**config.mk**
```make
export PLATFORM = sky130hd
export DESIGN_NAME = shift_add_multiplier
export DESIGN_NICKNAME = d
export VERILOG_FILES = /design/src/rtl/mult_pkg.sv /design/src/rtl/shift_add_datapath.sv /design/src/rtl/shift_add_multiplier.sv
export SDC_FILE = /design/constraint.sdc
export NUM_CORES = 1
export LEC_CHECK = 0
export ABC_AREA = 1
export BUFFER_PORTS_ARGS = -buffer_cell sky130_fd_sc_hd__buf_2
export CORE_MARGIN = 5
export CORE_UTILIZATION = 57
export DETAILED_ROUTE_END_ITERATION = 10
export GPL_ROUTABILITY_DRIVEN = 0
export GPL_TIMING_DRIVEN = 1
export PLACE_DENSITY = 0.74
export REMOVE_ABC_BUFFERS = 1
export SLEW_MARGIN = 0
export SYNTH_ARGS = -nofsm -noshare
export SYNTH_HDL_FRONTEND = slang
export SYNTH_SLANG_ARGS = --single-unit
```
**constraint.sdc**
```tcl
create_clock -name clk -period 3 [get_ports clk]
set_input_delay 0 -clock clk [delete_from_list [all_inputs] [get_ports clk]]
set_output_delay 0 -clock clk [all_outputs]
set_load 0.01 [all_outputs]
```
**src/rtl/mult_pkg.sv**
```systemverilog
// Shared types for the sequential shift-and-add multiplier.
package mult_pkg;

  typedef enum logic [1:0] {
    IDLE = 2'd0,
    RUN  = 2'd1,
    DONE = 2'd2
  } state_t;

  // Number of add/shift iterations for a multiplier magnitude: its bit length.
  function automatic int unsigned iterCount(input logic [63:0] mag);
    int unsigned n;
    n = 0;
    for (int i = 0; i < 64; i++) begin
      if (mag[i]) n = 32'(i + 1);
    end
    return n;
  endfunction

endpackage

```
**src/rtl/shift_add_datapath.sv**
```systemverilog
// Operand/partial-product registers with add/shift/negate logic,
// sequenced by load/step/finish strobes from the controller.
module shift_add_datapath #(
  parameter int WIDTH = 8
) (
  input  logic               clk,
  input  logic               reset,
  input  logic               load_i,
  input  logic               step_i,
  input  logic               finish_i,
  input  logic               signed_i,
  input  logic [WIDTH-1:0]   a_i,
  input  logic [WIDTH-1:0]   b_i,
  output logic               b_zero_o,
  output logic               count_zero_o,
  output logic [2*WIDTH-1:0] r_o
);

  localparam int CW = $clog2(WIDTH + 1);

  logic [2*WIDTH-1:0] a_q, a_d;
  logic [WIDTH-1:0]   b_q, b_d;
  logic [2*WIDTH-1:0] p_q, p_d;
  logic [CW-1:0]      count_q, count_d;
  logic               neg_q, neg_d;
  logic [2*WIDTH-1:0] r_q, r_d;

  logic [WIDTH-1:0]   aMag;
  logic [WIDTH-1:0]   bMag;

  // The most negative operand negates to 2^(WIDTH-1), which still fits unsigned.
  assign aMag = (signed_i && a_i[WIDTH-1]) ? -a_i : a_i;
  assign bMag = (signed_i && b_i[WIDTH-1]) ? -b_i : b_i;

  always_comb begin
    a_d     = a_q;
    b_d     = b_q;
    p_d     = p_q;
    count_d = count_q;
    neg_d   = neg_q;
    r_d     = r_q;
    if (load_i) begin
      a_d     = {{WIDTH{1'b0}}, aMag};
      b_d     = bMag;
      p_d     = '0;
      count_d = CW'(WIDTH);
      neg_d   = signed_i & (a_i[WIDTH-1] ^ b_i[WIDTH-1]);
    end else if (step_i) begin
      p_d     = p_q + (b_q[0] ? a_q : '0);
      a_d     = a_q << 1;
      b_d     = b_q >> 1;
      count_d = count_q - CW'(1);
    end
    if (finish_i) begin
      r_d = neg_q ? -p_q : p_q;
    end
  end

  always_ff @(posedge clk) begin
    if (reset) begin
      a_q     <= '0;
      b_q     <= '0;
      p_q     <= '0;
      count_q <= '0;
      neg_q   <= 1'b0;
      r_q     <= '0;
    end else begin
      a_q     <= a_d;
      b_q     <= b_d;
      p_q     <= p_d;
      count_q <= count_d;
      neg_q   <= neg_d;
      r_q     <= r_d;
    end
  end

  assign b_zero_o     = (b_q == '0);
  assign count_zero_o = (count_q == '0);
  assign r_o          = r_q;

endmodule

```
**src/rtl/shift_add_multiplier.sv**
```systemverilog
// Self-sequenced shift-and-add multiplier with early termination and
// valid/ready handshakes; signed or unsigned per operation.
module shift_add_multiplier
  import mult_pkg::*;
#(
  parameter int WIDTH     = 8,
  parameter bit SIGNED_EN = 1'b1
) (
  input  logic               clk,
  input  logic               reset,
  input  logic               in_valid,
  output logic               in_ready,
  input  logic               signed_mode,
  input  logic [WIDTH-1:0]   a_in,
  input  logic [WIDTH-1:0]   b_in,
  output logic               out_valid,
  input  logic               out_ready,
  output logic [2*WIDTH-1:0] r_out,
  output logic               busy
);

  state_t state_q, state_d;
  logic   valid_q, valid_d;
  logic   load, step, finish;
  logic   bZero, countZero;
  logic   signedEff;

  assign signedEff = signed_mode & SIGNED_EN;

  shift_add_datapath #(
    .WIDTH(WIDTH)
  ) u_datapath (
    .clk         (clk),
    .reset       (reset),
    .load_i      (load),
    .step_i      (step),
    .finish_i    (finish),
    .signed_i    (signedEff),
    .a_i         (a_in),
    .b_i         (b_in),
    .b_zero_o    (bZero),
    .count_zero_o(countZero),
    .r_o         (r_out)
  );

  // The first DONE cycle forms the signed result; out_valid rises with it.
  always_comb begin
    state_d = state_q;
    valid_d = valid_q;
    load    = 1'b0;
    step    = 1'b0;
    finish  = 1'b0;
    case (state_q)
      IDLE: begin
        if (in_valid) begin
          load    = 1'b1;
          state_d = RUN;
        end
      end
      RUN: begin
        if (bZero || countZero) begin
          state_d = DONE;
        end else begin
          step = 1'b1;
        end
      end
      DONE: begin
        if (!valid_q) begin
          finish  = 1'b1;
          valid_d = 1'b1;
        end else if (out_ready) begin
          valid_d = 1'b0;
          state_d = IDLE;
        end
      end
      default: begin
        state_d = IDLE;
        valid_d = 1'b0;
      end
    endcase
  end

  always_ff @(posedge clk) begin
    if (reset) begin
      state_q <= IDLE;
      valid_q <= 1'b0;
    end else begin
      state_q <= state_d;
      valid_q <= valid_d;
    end
  end

  assign in_ready  = (state_q == IDLE);
  assign busy      = (state_q == RUN) || (state_q == DONE);
  assign out_valid = valid_q;

endmodule

```
Yosys cells after proc, flatten, opt, wreduce, memory -nomap -nowiden

Cells that the tools add are included.

Add/subtract/negate cells: 5
Muxes and demuxes: 24
Bitwise operators: 2
Reductions and logical operators: 11
Eq/ne operators: 6

Operators with widths:

| kind                  | count |
|---|---|
| $mux W8               | 6 |
| $mux W16              | 2 |
| $add A16 B16 Y16      | 1 |
| $neg A16 Y16          | 1 |
| $neg A8 Y8            | 2 |
| $logic_not A8 Y1      | 1 |
| $mux W1               | 8 |
| $mux W2               | 4 |
| $mux W4               | 2 |
| $ne A2 B2 Y1 const B  | 4 |
| $pmux W2 S3           | 1 |
| $logic_not A4 Y1      | 1 |
| $reduce_and A4 Y1     | 1 |
| $reduce_or A2 Y1      | 2 |
| $sub A4 B1 Y4 const B | 1 |
| $eq A2 B1 Y1 const B  | 1 |
| $eq A2 B2 Y1 const B  | 1 |
| $logic_and A1 B1 Y1   | 2 |
| $logic_not A2 Y1      | 1 |
| $logic_or A1 B1 Y1    | 2 |
| $pmux W1 S2           | 1 |
| $reduce_bool A2 Y1    | 1 |
| $and A1 B1 Y1         | 1 |
| $xor A1 B1 Y1         | 1 |

Bits of input ports: 21
Flip-flop bits (word level): 64

Depth between registers and ports, before layout

Gate-level depths: netlist of the first run.

Depth in word-level cells: 6
Gate-level depth with buffers: 16
Gate-level depth less buffers: 14

Cells and area by module

From an unflattened synthesis of the first run, not the netlist that was laid out.

Cells, all modules: 703
Area total of the unflattened synthesis: 4325.4 sq um

By module, submodules not included:

| module               | cells an instance | times used | area an instance (sq um) |
|---|---|---|---|
| shift_add_datapath   | 672               | 1          | 4120.2 |
| shift_add_multiplier | 31                | 1          | 205.2 |

Worst setup path after synthesis of the first run

OpenSTA, ideal clock, no wires.

Path kind: register to register
Start: register u_datapath.b_q[0]
End: register u_datapath.p_q[8]
Slack: 0.952 ns
Data arrival time: 1.939 ns
Stages on the path, launching flop included: 16
Path through: dfxtp_1 -> buf_6 -> clkbuf_1 -> nand2_1 -> inv_1 -> ha_1 -> fa_1 -> nand2_1 -> nand2_1 -> and2_1 -> nand2_1 -> nand2_1 -> xnor2_1 -> nand2_1 -> nand2_1 -> inv_1

Cells in the longest elaborated chain, start to end: 4
Elaborated cells between the ends (all ways): 6
Classes of those cells: add/sub (1); mux (3); reduce/logical (2)

Ends and longest elaborated chain:

| item                                                     | RTL line                 | source |
|---|---|---|
| start, declared                                          | shift_add_datapath.sv:22 | `logic [WIDTH-1:0] b_q, b_d;` |
| start signal, assigned                                   | shift_add_datapath.sv:62 | `b_q <= '0;` |
| start signal, assigned                                   | shift_add_datapath.sv:69 | `b_q <= b_d;` |
| branches (longest 4 deep; another with $add A16 B16 Y16) | --                       |  |
| end signal, assigned                                     | shift_add_datapath.sv:70 | `p_q <= p_d;` |
| end, declared                                            | shift_add_datapath.sv:23 | `logic [2*WIDTH-1:0] p_q, p_d;` |

Parallel ways; which one is timed is not known.
A chain may end at the register's enable or synchronous reset.

Final worst setup path of the first run

Start: register state_q[0]
End: register u_datapath.p_q[7]

Cells in the longest elaborated chain, start to end: 3
Elaborated cells between the ends (all ways): 5
Classes of those cells: eq/ne (1); mux (2); reduce/logical (2)

Ends and longest elaborated chain:

| item                       | RTL line                   | source |
|---|---|---|
| start, declared            | shift_add_multiplier.sv:22 | `state_t state_q, state_d;` |
| start signal, assigned     | shift_add_multiplier.sv:88 | `state_q <= state_d;` |
| $logic_not A2 Y1           | shift_add_multiplier.sv:53 | `case (state_q)` |
| $mux W1                    | shift_add_multiplier.sv:53 |  |
| $reduce_or A2 Y1 (no line) | --                         |  |

Parallel ways exist; a longest one is shown, timed or not.

==> key figures, run 1 <==
Detailed routing
  • Routed Antenna Nets: 0
  • DRC: 0
  • Initial drt markers: between 150 and 200
  • WL/cell: around 12 um
  • Vias post-DR: 4507
  • DRT Pass-1 Iters: 5
  • Final WL: between 10000 and 15000 um
  • Vias per cell: around 5

STA
  • Tmin final: 2.27 ns
  • Skew final: 0.0138 ns
  • Period Utilization, post-route: between 70% and 80%
  • Slew HR: between 50% and 60%
  • RSZ-0062 raised after global routing: no
  • Setup violators final: 0
  • Max Freq: ~0.44 GHz
  • Slew @ Worst Pin: around 0.61 ns
  • Max Slew Vio Count: 0
  • Endpoints failing hold: 0
  • Sum of negative setup slack: 0 ns
  • Worst setup margin: approximately 0.73 ns

Logic synthesis
  • Syn Std Cell Area: about 4400 um^2
  • Synth warn: 0
  • Post-Synthesis Cells: roughly 740
  • Post-Synth XOR/XNOR Area: 2.76%
  • Post-synthesis adder-cell area fraction: 6.64%
  • Synth Area in Compound Gates: 12.3%
  • Main combinational cell family by area after synthesis: simple AND/OR/NAND/NOR gates
  • Sequential area share after synthesis: 28.8%
  • Simple-gate portion of the synthesized area: a little over a third
  • Post-synth cell types: 35
  • Syn avg cell area: 6.04 um^2
  • FF+latch count, synth: 64
  • Mux contribution to synthesized area: 0%

Clocking
  • Clk slew on worst S/H paths: approximately 0.070 ns
  • CTS tree: built
  • CTS buffer count: 9
  • Longest Clk Path Bufs: 2
  • Clock Tree Root: clkbuf_8
  • Skew-Pair Late Insertion Delay: between 0.3 and 0.4 ns
  • # clock sinks: 64
  • H-tree depth: 3
  • Post-CTS Setup Bufs: 0

Die
  • Chip width: between 90 and 100 um
  • Die H: approximately 98 um
  • Die area: between 9000 and 10000 um^2
  • # IOs: 40
  • Initial Util: roughly 58%
  • Core area: between 7000 and 8000 um^2
  • Rows: 32

Global routing
  • First-pass GRT wire length: about 18000 um
  • GRT Total Usage: between 20% and 30%
  • Vias in the first global route: about 4200
  • Largest net degree at the start of global routing: 38
  • Grt total ovfl: 0
  • Initial antenna violation count: 0

Cells and area
  • Nets: just over 800
  • Fillers: roughly 760
  • Share of cells above drive strength 1: under 10%
  • P&R area growth vs syn: 8.86%
  • ANT cells: 0
  • Design Area, Final: around 4800 um^2

Worst setup path
  • CP endpoint kind: flip-flop
  • Worst Path Arrival: between 2 and 3 ns
  • Worst flop-to-flop path startpoint: state_q[0]
  • CP Max Fanout: 21
  • Slowest CP cell: dfxtp_1
  • Most frequent cell on the critical path: inv_1
  • WS Path Type: flip-flop to flip-flop
  • Worst R2R Path Depth: 10
  • Crit Reg-Reg Endpoint: u_datapath.p_q[7]
  • Reg2reg setup slack: 0.73 ns
  • Worst EP required: about 3.3 ns
  • Crit path cell chain: inv_1 -> ha_1 -> nand2_2 -> inv_1 -> nor2_2 -> buf_4 -> inv_1 -> a21oi_1 -> o21ai_0 -> inv_1
  • Critical Path Source Type: flip-flop
  • Delay of the slowest critical-path stage: 0.35 ns

Power and ir drop
  • Max VDD drop: between 0.3 and 0.4 mV
  • Leak pwr: 2.71 nW
  • PwrDens: ~600 nW/um^2

Place
  • Placed cell areas: around 4700 um^2
  • IO buf count: 39
  • Dpl ws: roughly 0.76 ns
  • Final HPWL DP: 8280 um

Hold path
  • Hold Crit Endpoint: u_datapath.a_q[7]
  • Hold depth: 3
  • Hold Path Class: input pin to flip-flop
  • Hold Startpoint: a_in[7]

Flow run
  • Max Cap Viol: 0

Status
  • Outcome: complete, no violations
## cell type report
cell class                      count  area (um^2)  share of cell area (%)
Multi-Input combinational cell    519         2540                    52.4
Timing Repair Buffer               43          230                    4.75
Inverter                          133          504                    10.4
Tap cell                          102          128                    2.64
Sequential cell                    64         1280                    26.5
Clock inverter                      6         37.5                   0.775
Clock buffer                        9          124                    2.56
## critical path, delay by kind of cell (launching register included)
kind,cells,cell delay (ns)
and+or+nand+nor,2,0.47
buffers and inverters,5,0.88
AOI/OAI and AO/OA,2,0.26
adders and majority gates,1,0.25
DFF,1,0.35
## power breakdown
part / internal, W / total [W] / switching (W) / leakage [nW]
registers: 0.00102 / 0.00116 / 0.000137 / 0.521
clock network: 0.000290 / 0.000632 / 0.000342 / 0.0769
logic: 0.000412 / 0.00113 / 0.000721 / 2.11
## registers in the layout, indices dropped and copies added (netlist names)
signal,flops
u_datapath.b_q,8
u_datapath.count_q,4
u_datapath.p_q,16
u_datapath.r_o,16
out_valid,1
u_datapath.a_q,16
u_datapath.neg_q,1
state_q,2
## per-stage QoR
step           hold slack, ns  util [%]  std cells  power [W]
6_report               0.0125      63.3        876    0.00293
4_1_cts                0.0104      63.3        876    0.00294
5_1_grt                0.0205      63.3        876    0.00318
3_3_place_gp            0.275      60.9        859    0.00228
3_5_place_dp            0.274      60.9        859    0.00231
2_1_floorplan          0.0691         -        716    0.00196
## worst max-delay path by stage
stage	start	endpoint	slack, ns	cells after the start
after floorplan	state_q[0]	u_datapath.p_q[5]	0.97	9
after global placement	state_q[0]	u_datapath.p_q[7]	0.84	10
after detailed placement	state_q[0]	u_datapath.p_q[7]	0.76	10
after CTS	state_q[0]	u_datapath.p_q[7]	0.73	10
after global routing	state_q[0]	u_datapath.p_q[5]	0.48	10
final	state_q[0]	u_datapath.p_q[7]	0.73	10
## Yosys cell counts
master | instances | area [um^2]
a21o_1 | 1 | 7.51
a21oi_1 | 48 | 240
and2_1 | 1 | 6.26
buf_2 | 13 | 65.1
buf_4 | 2 | 15.0
buf_6 | 3 | 33.8
clkbuf_1 | 3 | 11.3
clkinv_1 | 1 | 3.75
clkinv_4 | 1 | 8.76
dfxtp_1 | 64 | 1280
fa_1 | 1 | 20.0
ha_1 | 22 | 275
inv_1 | 128 | 480
inv_2 | 3 | 11.3
nand2_1 | 218 | 818
nand2_2 | 1 | 6.26
nand2_4 | 2 | 22.5
nand3_1 | 65 | 325
nand3b_1 | 2 | 15.0
nand4_1 | 6 | 37.5
nand4_2 | 1 | 12.5
nor2_1 | 76 | 285
nor2_2 | 2 | 12.5
nor3_1 | 4 | 20.0
nor4_1 | 1 | 6.26
o211ai_1 | 4 | 30.0
o211ai_2 | 1 | 12.5
o21ai_0 | 43 | 215
o21ai_2 | 2 | 17.5
o21bai_1 | 1 | 7.51
o221ai_1 | 1 | 8.76
o22ai_1 | 1 | 6.26
or2_2 | 1 | 6.26
xnor2_1 | 4 | 35.0
xor2_1 | 10 | 87.6
## cell families (layout without fill, tap and decap cells)
group,Yosys count,after routing
AO/OA/AOI/OAI,102,102
XOR/XNOR,14,14
adder cells (fa/ha/maj),23,23
buffers and inverters,154,191
flip-flops,64,64
AND/OR/NAND/NOR,380,380
## placed cells by master, fill, tap and decap left out, drive strengths merged
master and instances:
nand2 221, inv 131, nor2 78, nand3 65, dfxtp 64, a21oi 48
o21ai 45, buf 41, ha 22, xor2 10, clkbuf 9, nand4 7
o211ai 5, clkinv 5, xnor2 4, nor3 4, clkinvlp 3, nand3b 2
dlygate4sd3 2, or2 1, and2 1, nor4 1, o21bai 1, o22ai 1
a21o 1, o221ai 1, fa 1
## metal layers
metal | global-route usage (%) | wire length (um)
met5 | 0 | 0
met4 | 9.24 | 339
met3 | 4.29 | 507
met2 | 39.8 | 5260
met1 | 27.1 | 4610
## repair_timing
action | CTS | global route
setup endpoints to repair | 0 | 0
hold endpoints to repair | 2 | 0
gates resized for setup | 0 | 0
hold buffers | 2 | 0
(Power assumes the default switching activity.)
==> run 2, diff against run 1 <==
- ABC_AREA: 1 -> 0
- PLACE_DENSITY: 0.74 -> 0.75
- clock period: 3 -> 2.2 ns (I/O delays scaled with it)
==> run 2 against run 1 <==
  * The run now ends with setup timing left
  * Wire length shrank 17%
  * First-iteration DRC count shrank 8.6%
  * Sequential share of layout area grew 0.17 points
  * Hold slack is essentially flat
  * Non-clock buffer count grew 43
  * Count of clock-buffer cells in the layout grew 3
  * Critical path depth shrank 3
  * Final cell count shrank 27%
  * Final area shrank 0.36%
  * Via count shrank 20%
  * Combinational power shrank 39%
  * Critical path type unchanged
==> key figures, run 2 <==
Clocking
  • Skew-Pair Late Insertion Delay: 0.34 ns (about the same)
  • Clock Tree Root: clkbuf_8
  • # clock sinks: 64 (unchanged)
  • Longest Clk Path Bufs: 2 (unchanged)
  • CTS tree: built
  • CTS buffer count: 9 (unchanged)
  • Clk slew on worst S/H paths: 0.07 ns (about the same)
  • H-tree depth: 3 (unchanged)

Die
  • # IOs: 40 (unchanged)
  • Core area: 6420 um^2 (-16%)
  • Die area: 8430 um^2 (-13%)
  • Rows: 29 (-9.4%)
  • Die H: 91.8 um (-6.7%)
  • Initial Util: 59.4% (+1.2 points)
  • Chip width: 91.8 um (-6.7%)

Global routing
  • GRT Total Usage: 21.1% (-1.6 points)
  • Largest net degree at the start of global routing: 38 (unchanged)
  • Vias in the first global route: 3344 (-21%)
  • First-pass GRT wire length: 14600 um (-21%)
  • Grt total ovfl: 0 (unchanged)
  • Initial antenna violation count: 0 (unchanged)

Cells and area
  • Final Util: 75.1% (+12 points)
  • Fillers: 491 (-36%)
  • Cell Count, Final, Fillers Out: 641 (-27%)
  • Most frequent cells in the layout: nand2_1, dfxtp_1, buf_2
  • Nets: 604 (-26%)
  • Commonest non-fill, non-tap cell in the layout: nand2_1
  • P&R area growth vs syn: 26.5%
  • Share of cells above drive strength 1: 22.3% (+13 points)
  • ANT cells: 0 (unchanged)

Power and ir drop
  • PwrDens: 646 nW/um^2 (+6.9%)
  • Sw frac: 28.4% (-13 points)
  • Clock power share: 36.0% (+14 points)
  • Max VDD drop: 0.545 mV (+43%)
  • Comb pwr share: 22.1% (-17 points)
  • NetSw: 0.000884 W (-26%)
  • Sequential power share: 41.9% (+2.2 points)
  • P_int: 0.00223 W (+29%)
  • Leak pwr: 2.08 nW (-23%)

Worst setup path
  • Reg2reg setup slack: -0.004 ns (-0.73 ns)
  • Delay of the slowest critical-path stage: 0.51 ns (+0.16 ns)
  • Slowest CP cell: or4_4
  • CP delay by family, top: simple AND/OR/NAND/NOR gates
  • Worst EP required: 2.47 ns (-0.82 ns)
  • Critical path depth: 7 (-3)
  • Worst Path Arrival: 2.48 ns (-0.09 ns)
  • Worst path buffer plus inverter count: 0 (-5)
  • Critical Path Source Type: flip-flop
  • CP Max Fanout: 4 (-81%)
  • Crit path cell chain: or3_1 -> or3_4 -> or4_4 -> o31ai_4 -> xnor2_1 -> nand2_1 -> a21oi_2
  • CP endpoint kind: flip-flop
  • WS Path Type: flip-flop to flip-flop
  • Worst R2R Path Depth: 7 (-3)

Place
  • Final HPWL DP: 6290 um (-24%)
  • Cells after DPL: 609 (-29%)
  • IO buf count: 39 (unchanged)
  • Dpl ws: -0.126 ns (-0.887 ns)

STA
  • Setup violators final: 1 (+1)
  • Skew final: 0.00772 ns (-0.00612 ns)
  • Endpoints failing hold: 0 (unchanged)
  • Worst setup margin: -0.00371 ns (-0.730 ns)
  • Period Utilization, post-route: 100% (+24 points)
  • Max Freq: 0.454 GHz (+3.2%)
  • Slew @ Worst Pin: 0.528 ns (-0.0859 ns)
  • Slew HR: 64.5% (+5.5 points)
  • Tmin final: 2.20 ns (-0.0704 ns)
  • Max Slew Vio Count: 0 (unchanged)
  • RSZ-0062 raised after global routing: yes

Logic synthesis
  • Post-synth EDFFs: 0 (unchanged)
  • Post-synth top area share: 33.6% (+4.8 points)
  • Synth warn: 0 (unchanged)
  • Syn Std Cell Area: 3810 um^2 (-14%)
  • Count leader, synth: nand2_1
  • Synth Flop Type: dfxtp_1
  • Syn avg cell area: 7.83 um^2 (+30%)
  • Post-synth top cells: nand2_1, dfxtp_1, a21oi_1
  • Ys async rst share: 0% (unchanged)
  • FF+latch count, synth: 64 (unchanged)
  • Synth area leader: dfxtp_1
  • Post-Synthesis Cells: 487 (-34%)
  • Sequential area share after synthesis: 33.6% (+4.8 points)
  • Largest cells by area after synthesis: dfxtp_1, nand2_1, ha_1
  • Post-synth cell types: 43 (+23%)

Detailed routing
  • WL/cell: 13.9 um (+14%)
  • DRC: 0 (unchanged)
  • DRT Pass-1 Iters: 5 (unchanged)
  • Initial drt markers: 170 (-8.6%)
  • Vias post-DR: 3590 (-20%)
  • Final WL: 8930 um (-17%)
  • Routed Antenna Nets: 0 (unchanged)
  • Vias per cell: 5.60 (+8.9%)

Hold path
  • Hold depth: 4 (+1)
  • Hold Path Class: input pin to flip-flop

Status
  • Failing checks: setup timing
  • Outcome: finished with violations

Flow run
  • Max Cap Viol: 0 (unchanged)
run 2: cell types whose count changed after synthesis, moves of 12 or more:
cell,previous run,this run
nand2_1,218,93
inv_1,128,15
nand3_1,65,6
nor2_1,76,38
o21ai_0,43,14
a211oi_1,0,19
and2_1,1,16
clkbuf_1,3,16
xnor2_1,4,17
xor2_1,10,23
buf_2,13,1
run 2: layout make-up:
| cell class | count | area [um^2] | share of cell area (%) |
|---|---|---|---|
| clock buffers | 12 | 155 | 3.22 |
| inverters | 15 | 56.3 | 1.17 |
| flip-flops and latches | 64 | 1280 | 26.6 |
| clock inverters | 3 | 65.1 | 1.35 |
| well taps | 77 | 96.3 | 2.00 |
| repair buffers | 86 | 598 | 12.4 |
| multi-input cells | 384 | 2570 | 53.2 |
run 2: logic make-up after synthesis:
family | Yosys count | synth area share (%)
AOI/OAI and AO/OA | 122 | 20.9
xor gates and xnor gates | 40 | 9.19
adders and majority gates | 23 | 7.74
buffers and inverters | 39 | 3.87
DFF | 64 | 33.6
muxes | 8 | 2.10
and+or+nand+nor | 191 | 22.6
run 2: path summary, 6_finish.rpt:
kind | startpoint | end
worst max register to register | u_datapath.p_q[2] | u_datapath.r_o[15]
worst min register to register | u_datapath.r_o[14] | u_datapath.r_o[14]
worst min-delay path | b_in[6] | u_datapath.b_q[6]
worst max-delay path | u_datapath.p_q[2] | u_datapath.r_o[15]
run 2: power groups by stage:
stage | clock [W] | combinational, W | sequential [W]
5_1_grt | 0.00120 | 0.000761 | 0.00132
2_1_floorplan | 0 | 0.000395 | 0.00133
3_3_place_gp | 0 | 0.000632 | 0.00132
6_report | 0.00112 | 0.000688 | 0.00131
4_1_cts | 0.00114 | 0.000670 | 0.00130
3_5_place_dp | 0 | 0.000645 | 0.00133
run 2: per-stage QoR:
stage          cell area (um^2)  hold slack, ns  setup TNS, ns  power (W)
2_1_floorplan              3720          0.0691         -15.42    0.00173
3_3_place_gp               4260           0.329        -0.0235    0.00195
3_5_place_dp               4260           0.332         -0.409    0.00197
4_1_cts                    4620         0.00394        -0.0208    0.00311
5_1_grt                    4820          0.0128         -0.483    0.00328
6_report                   4820          0.0128       -0.00371    0.00312
run 2: layer usage:
layer  global-route usage (%)  share of wire (%)
met5                        0                  0
met4                     9.16                2.0
met3                     4.91                4.1
met2                     36.9                 50
met1                     24.7                 44
run 2: tightest hold or removal path, cell delays in order:
cell and delay (ns):
buf_2 0.10, xor2_1 0.07, nor2_1 0.09, a211oi_1 0.05
run 2: timing repair:
item	4_1_cts	5_1_grt
hold buffers	12	0
resized for setup	6	31
hold endpoints to repair	9	0
setup buffers	0	5
pin swaps	2	18
setup endpoints to repair	5	10
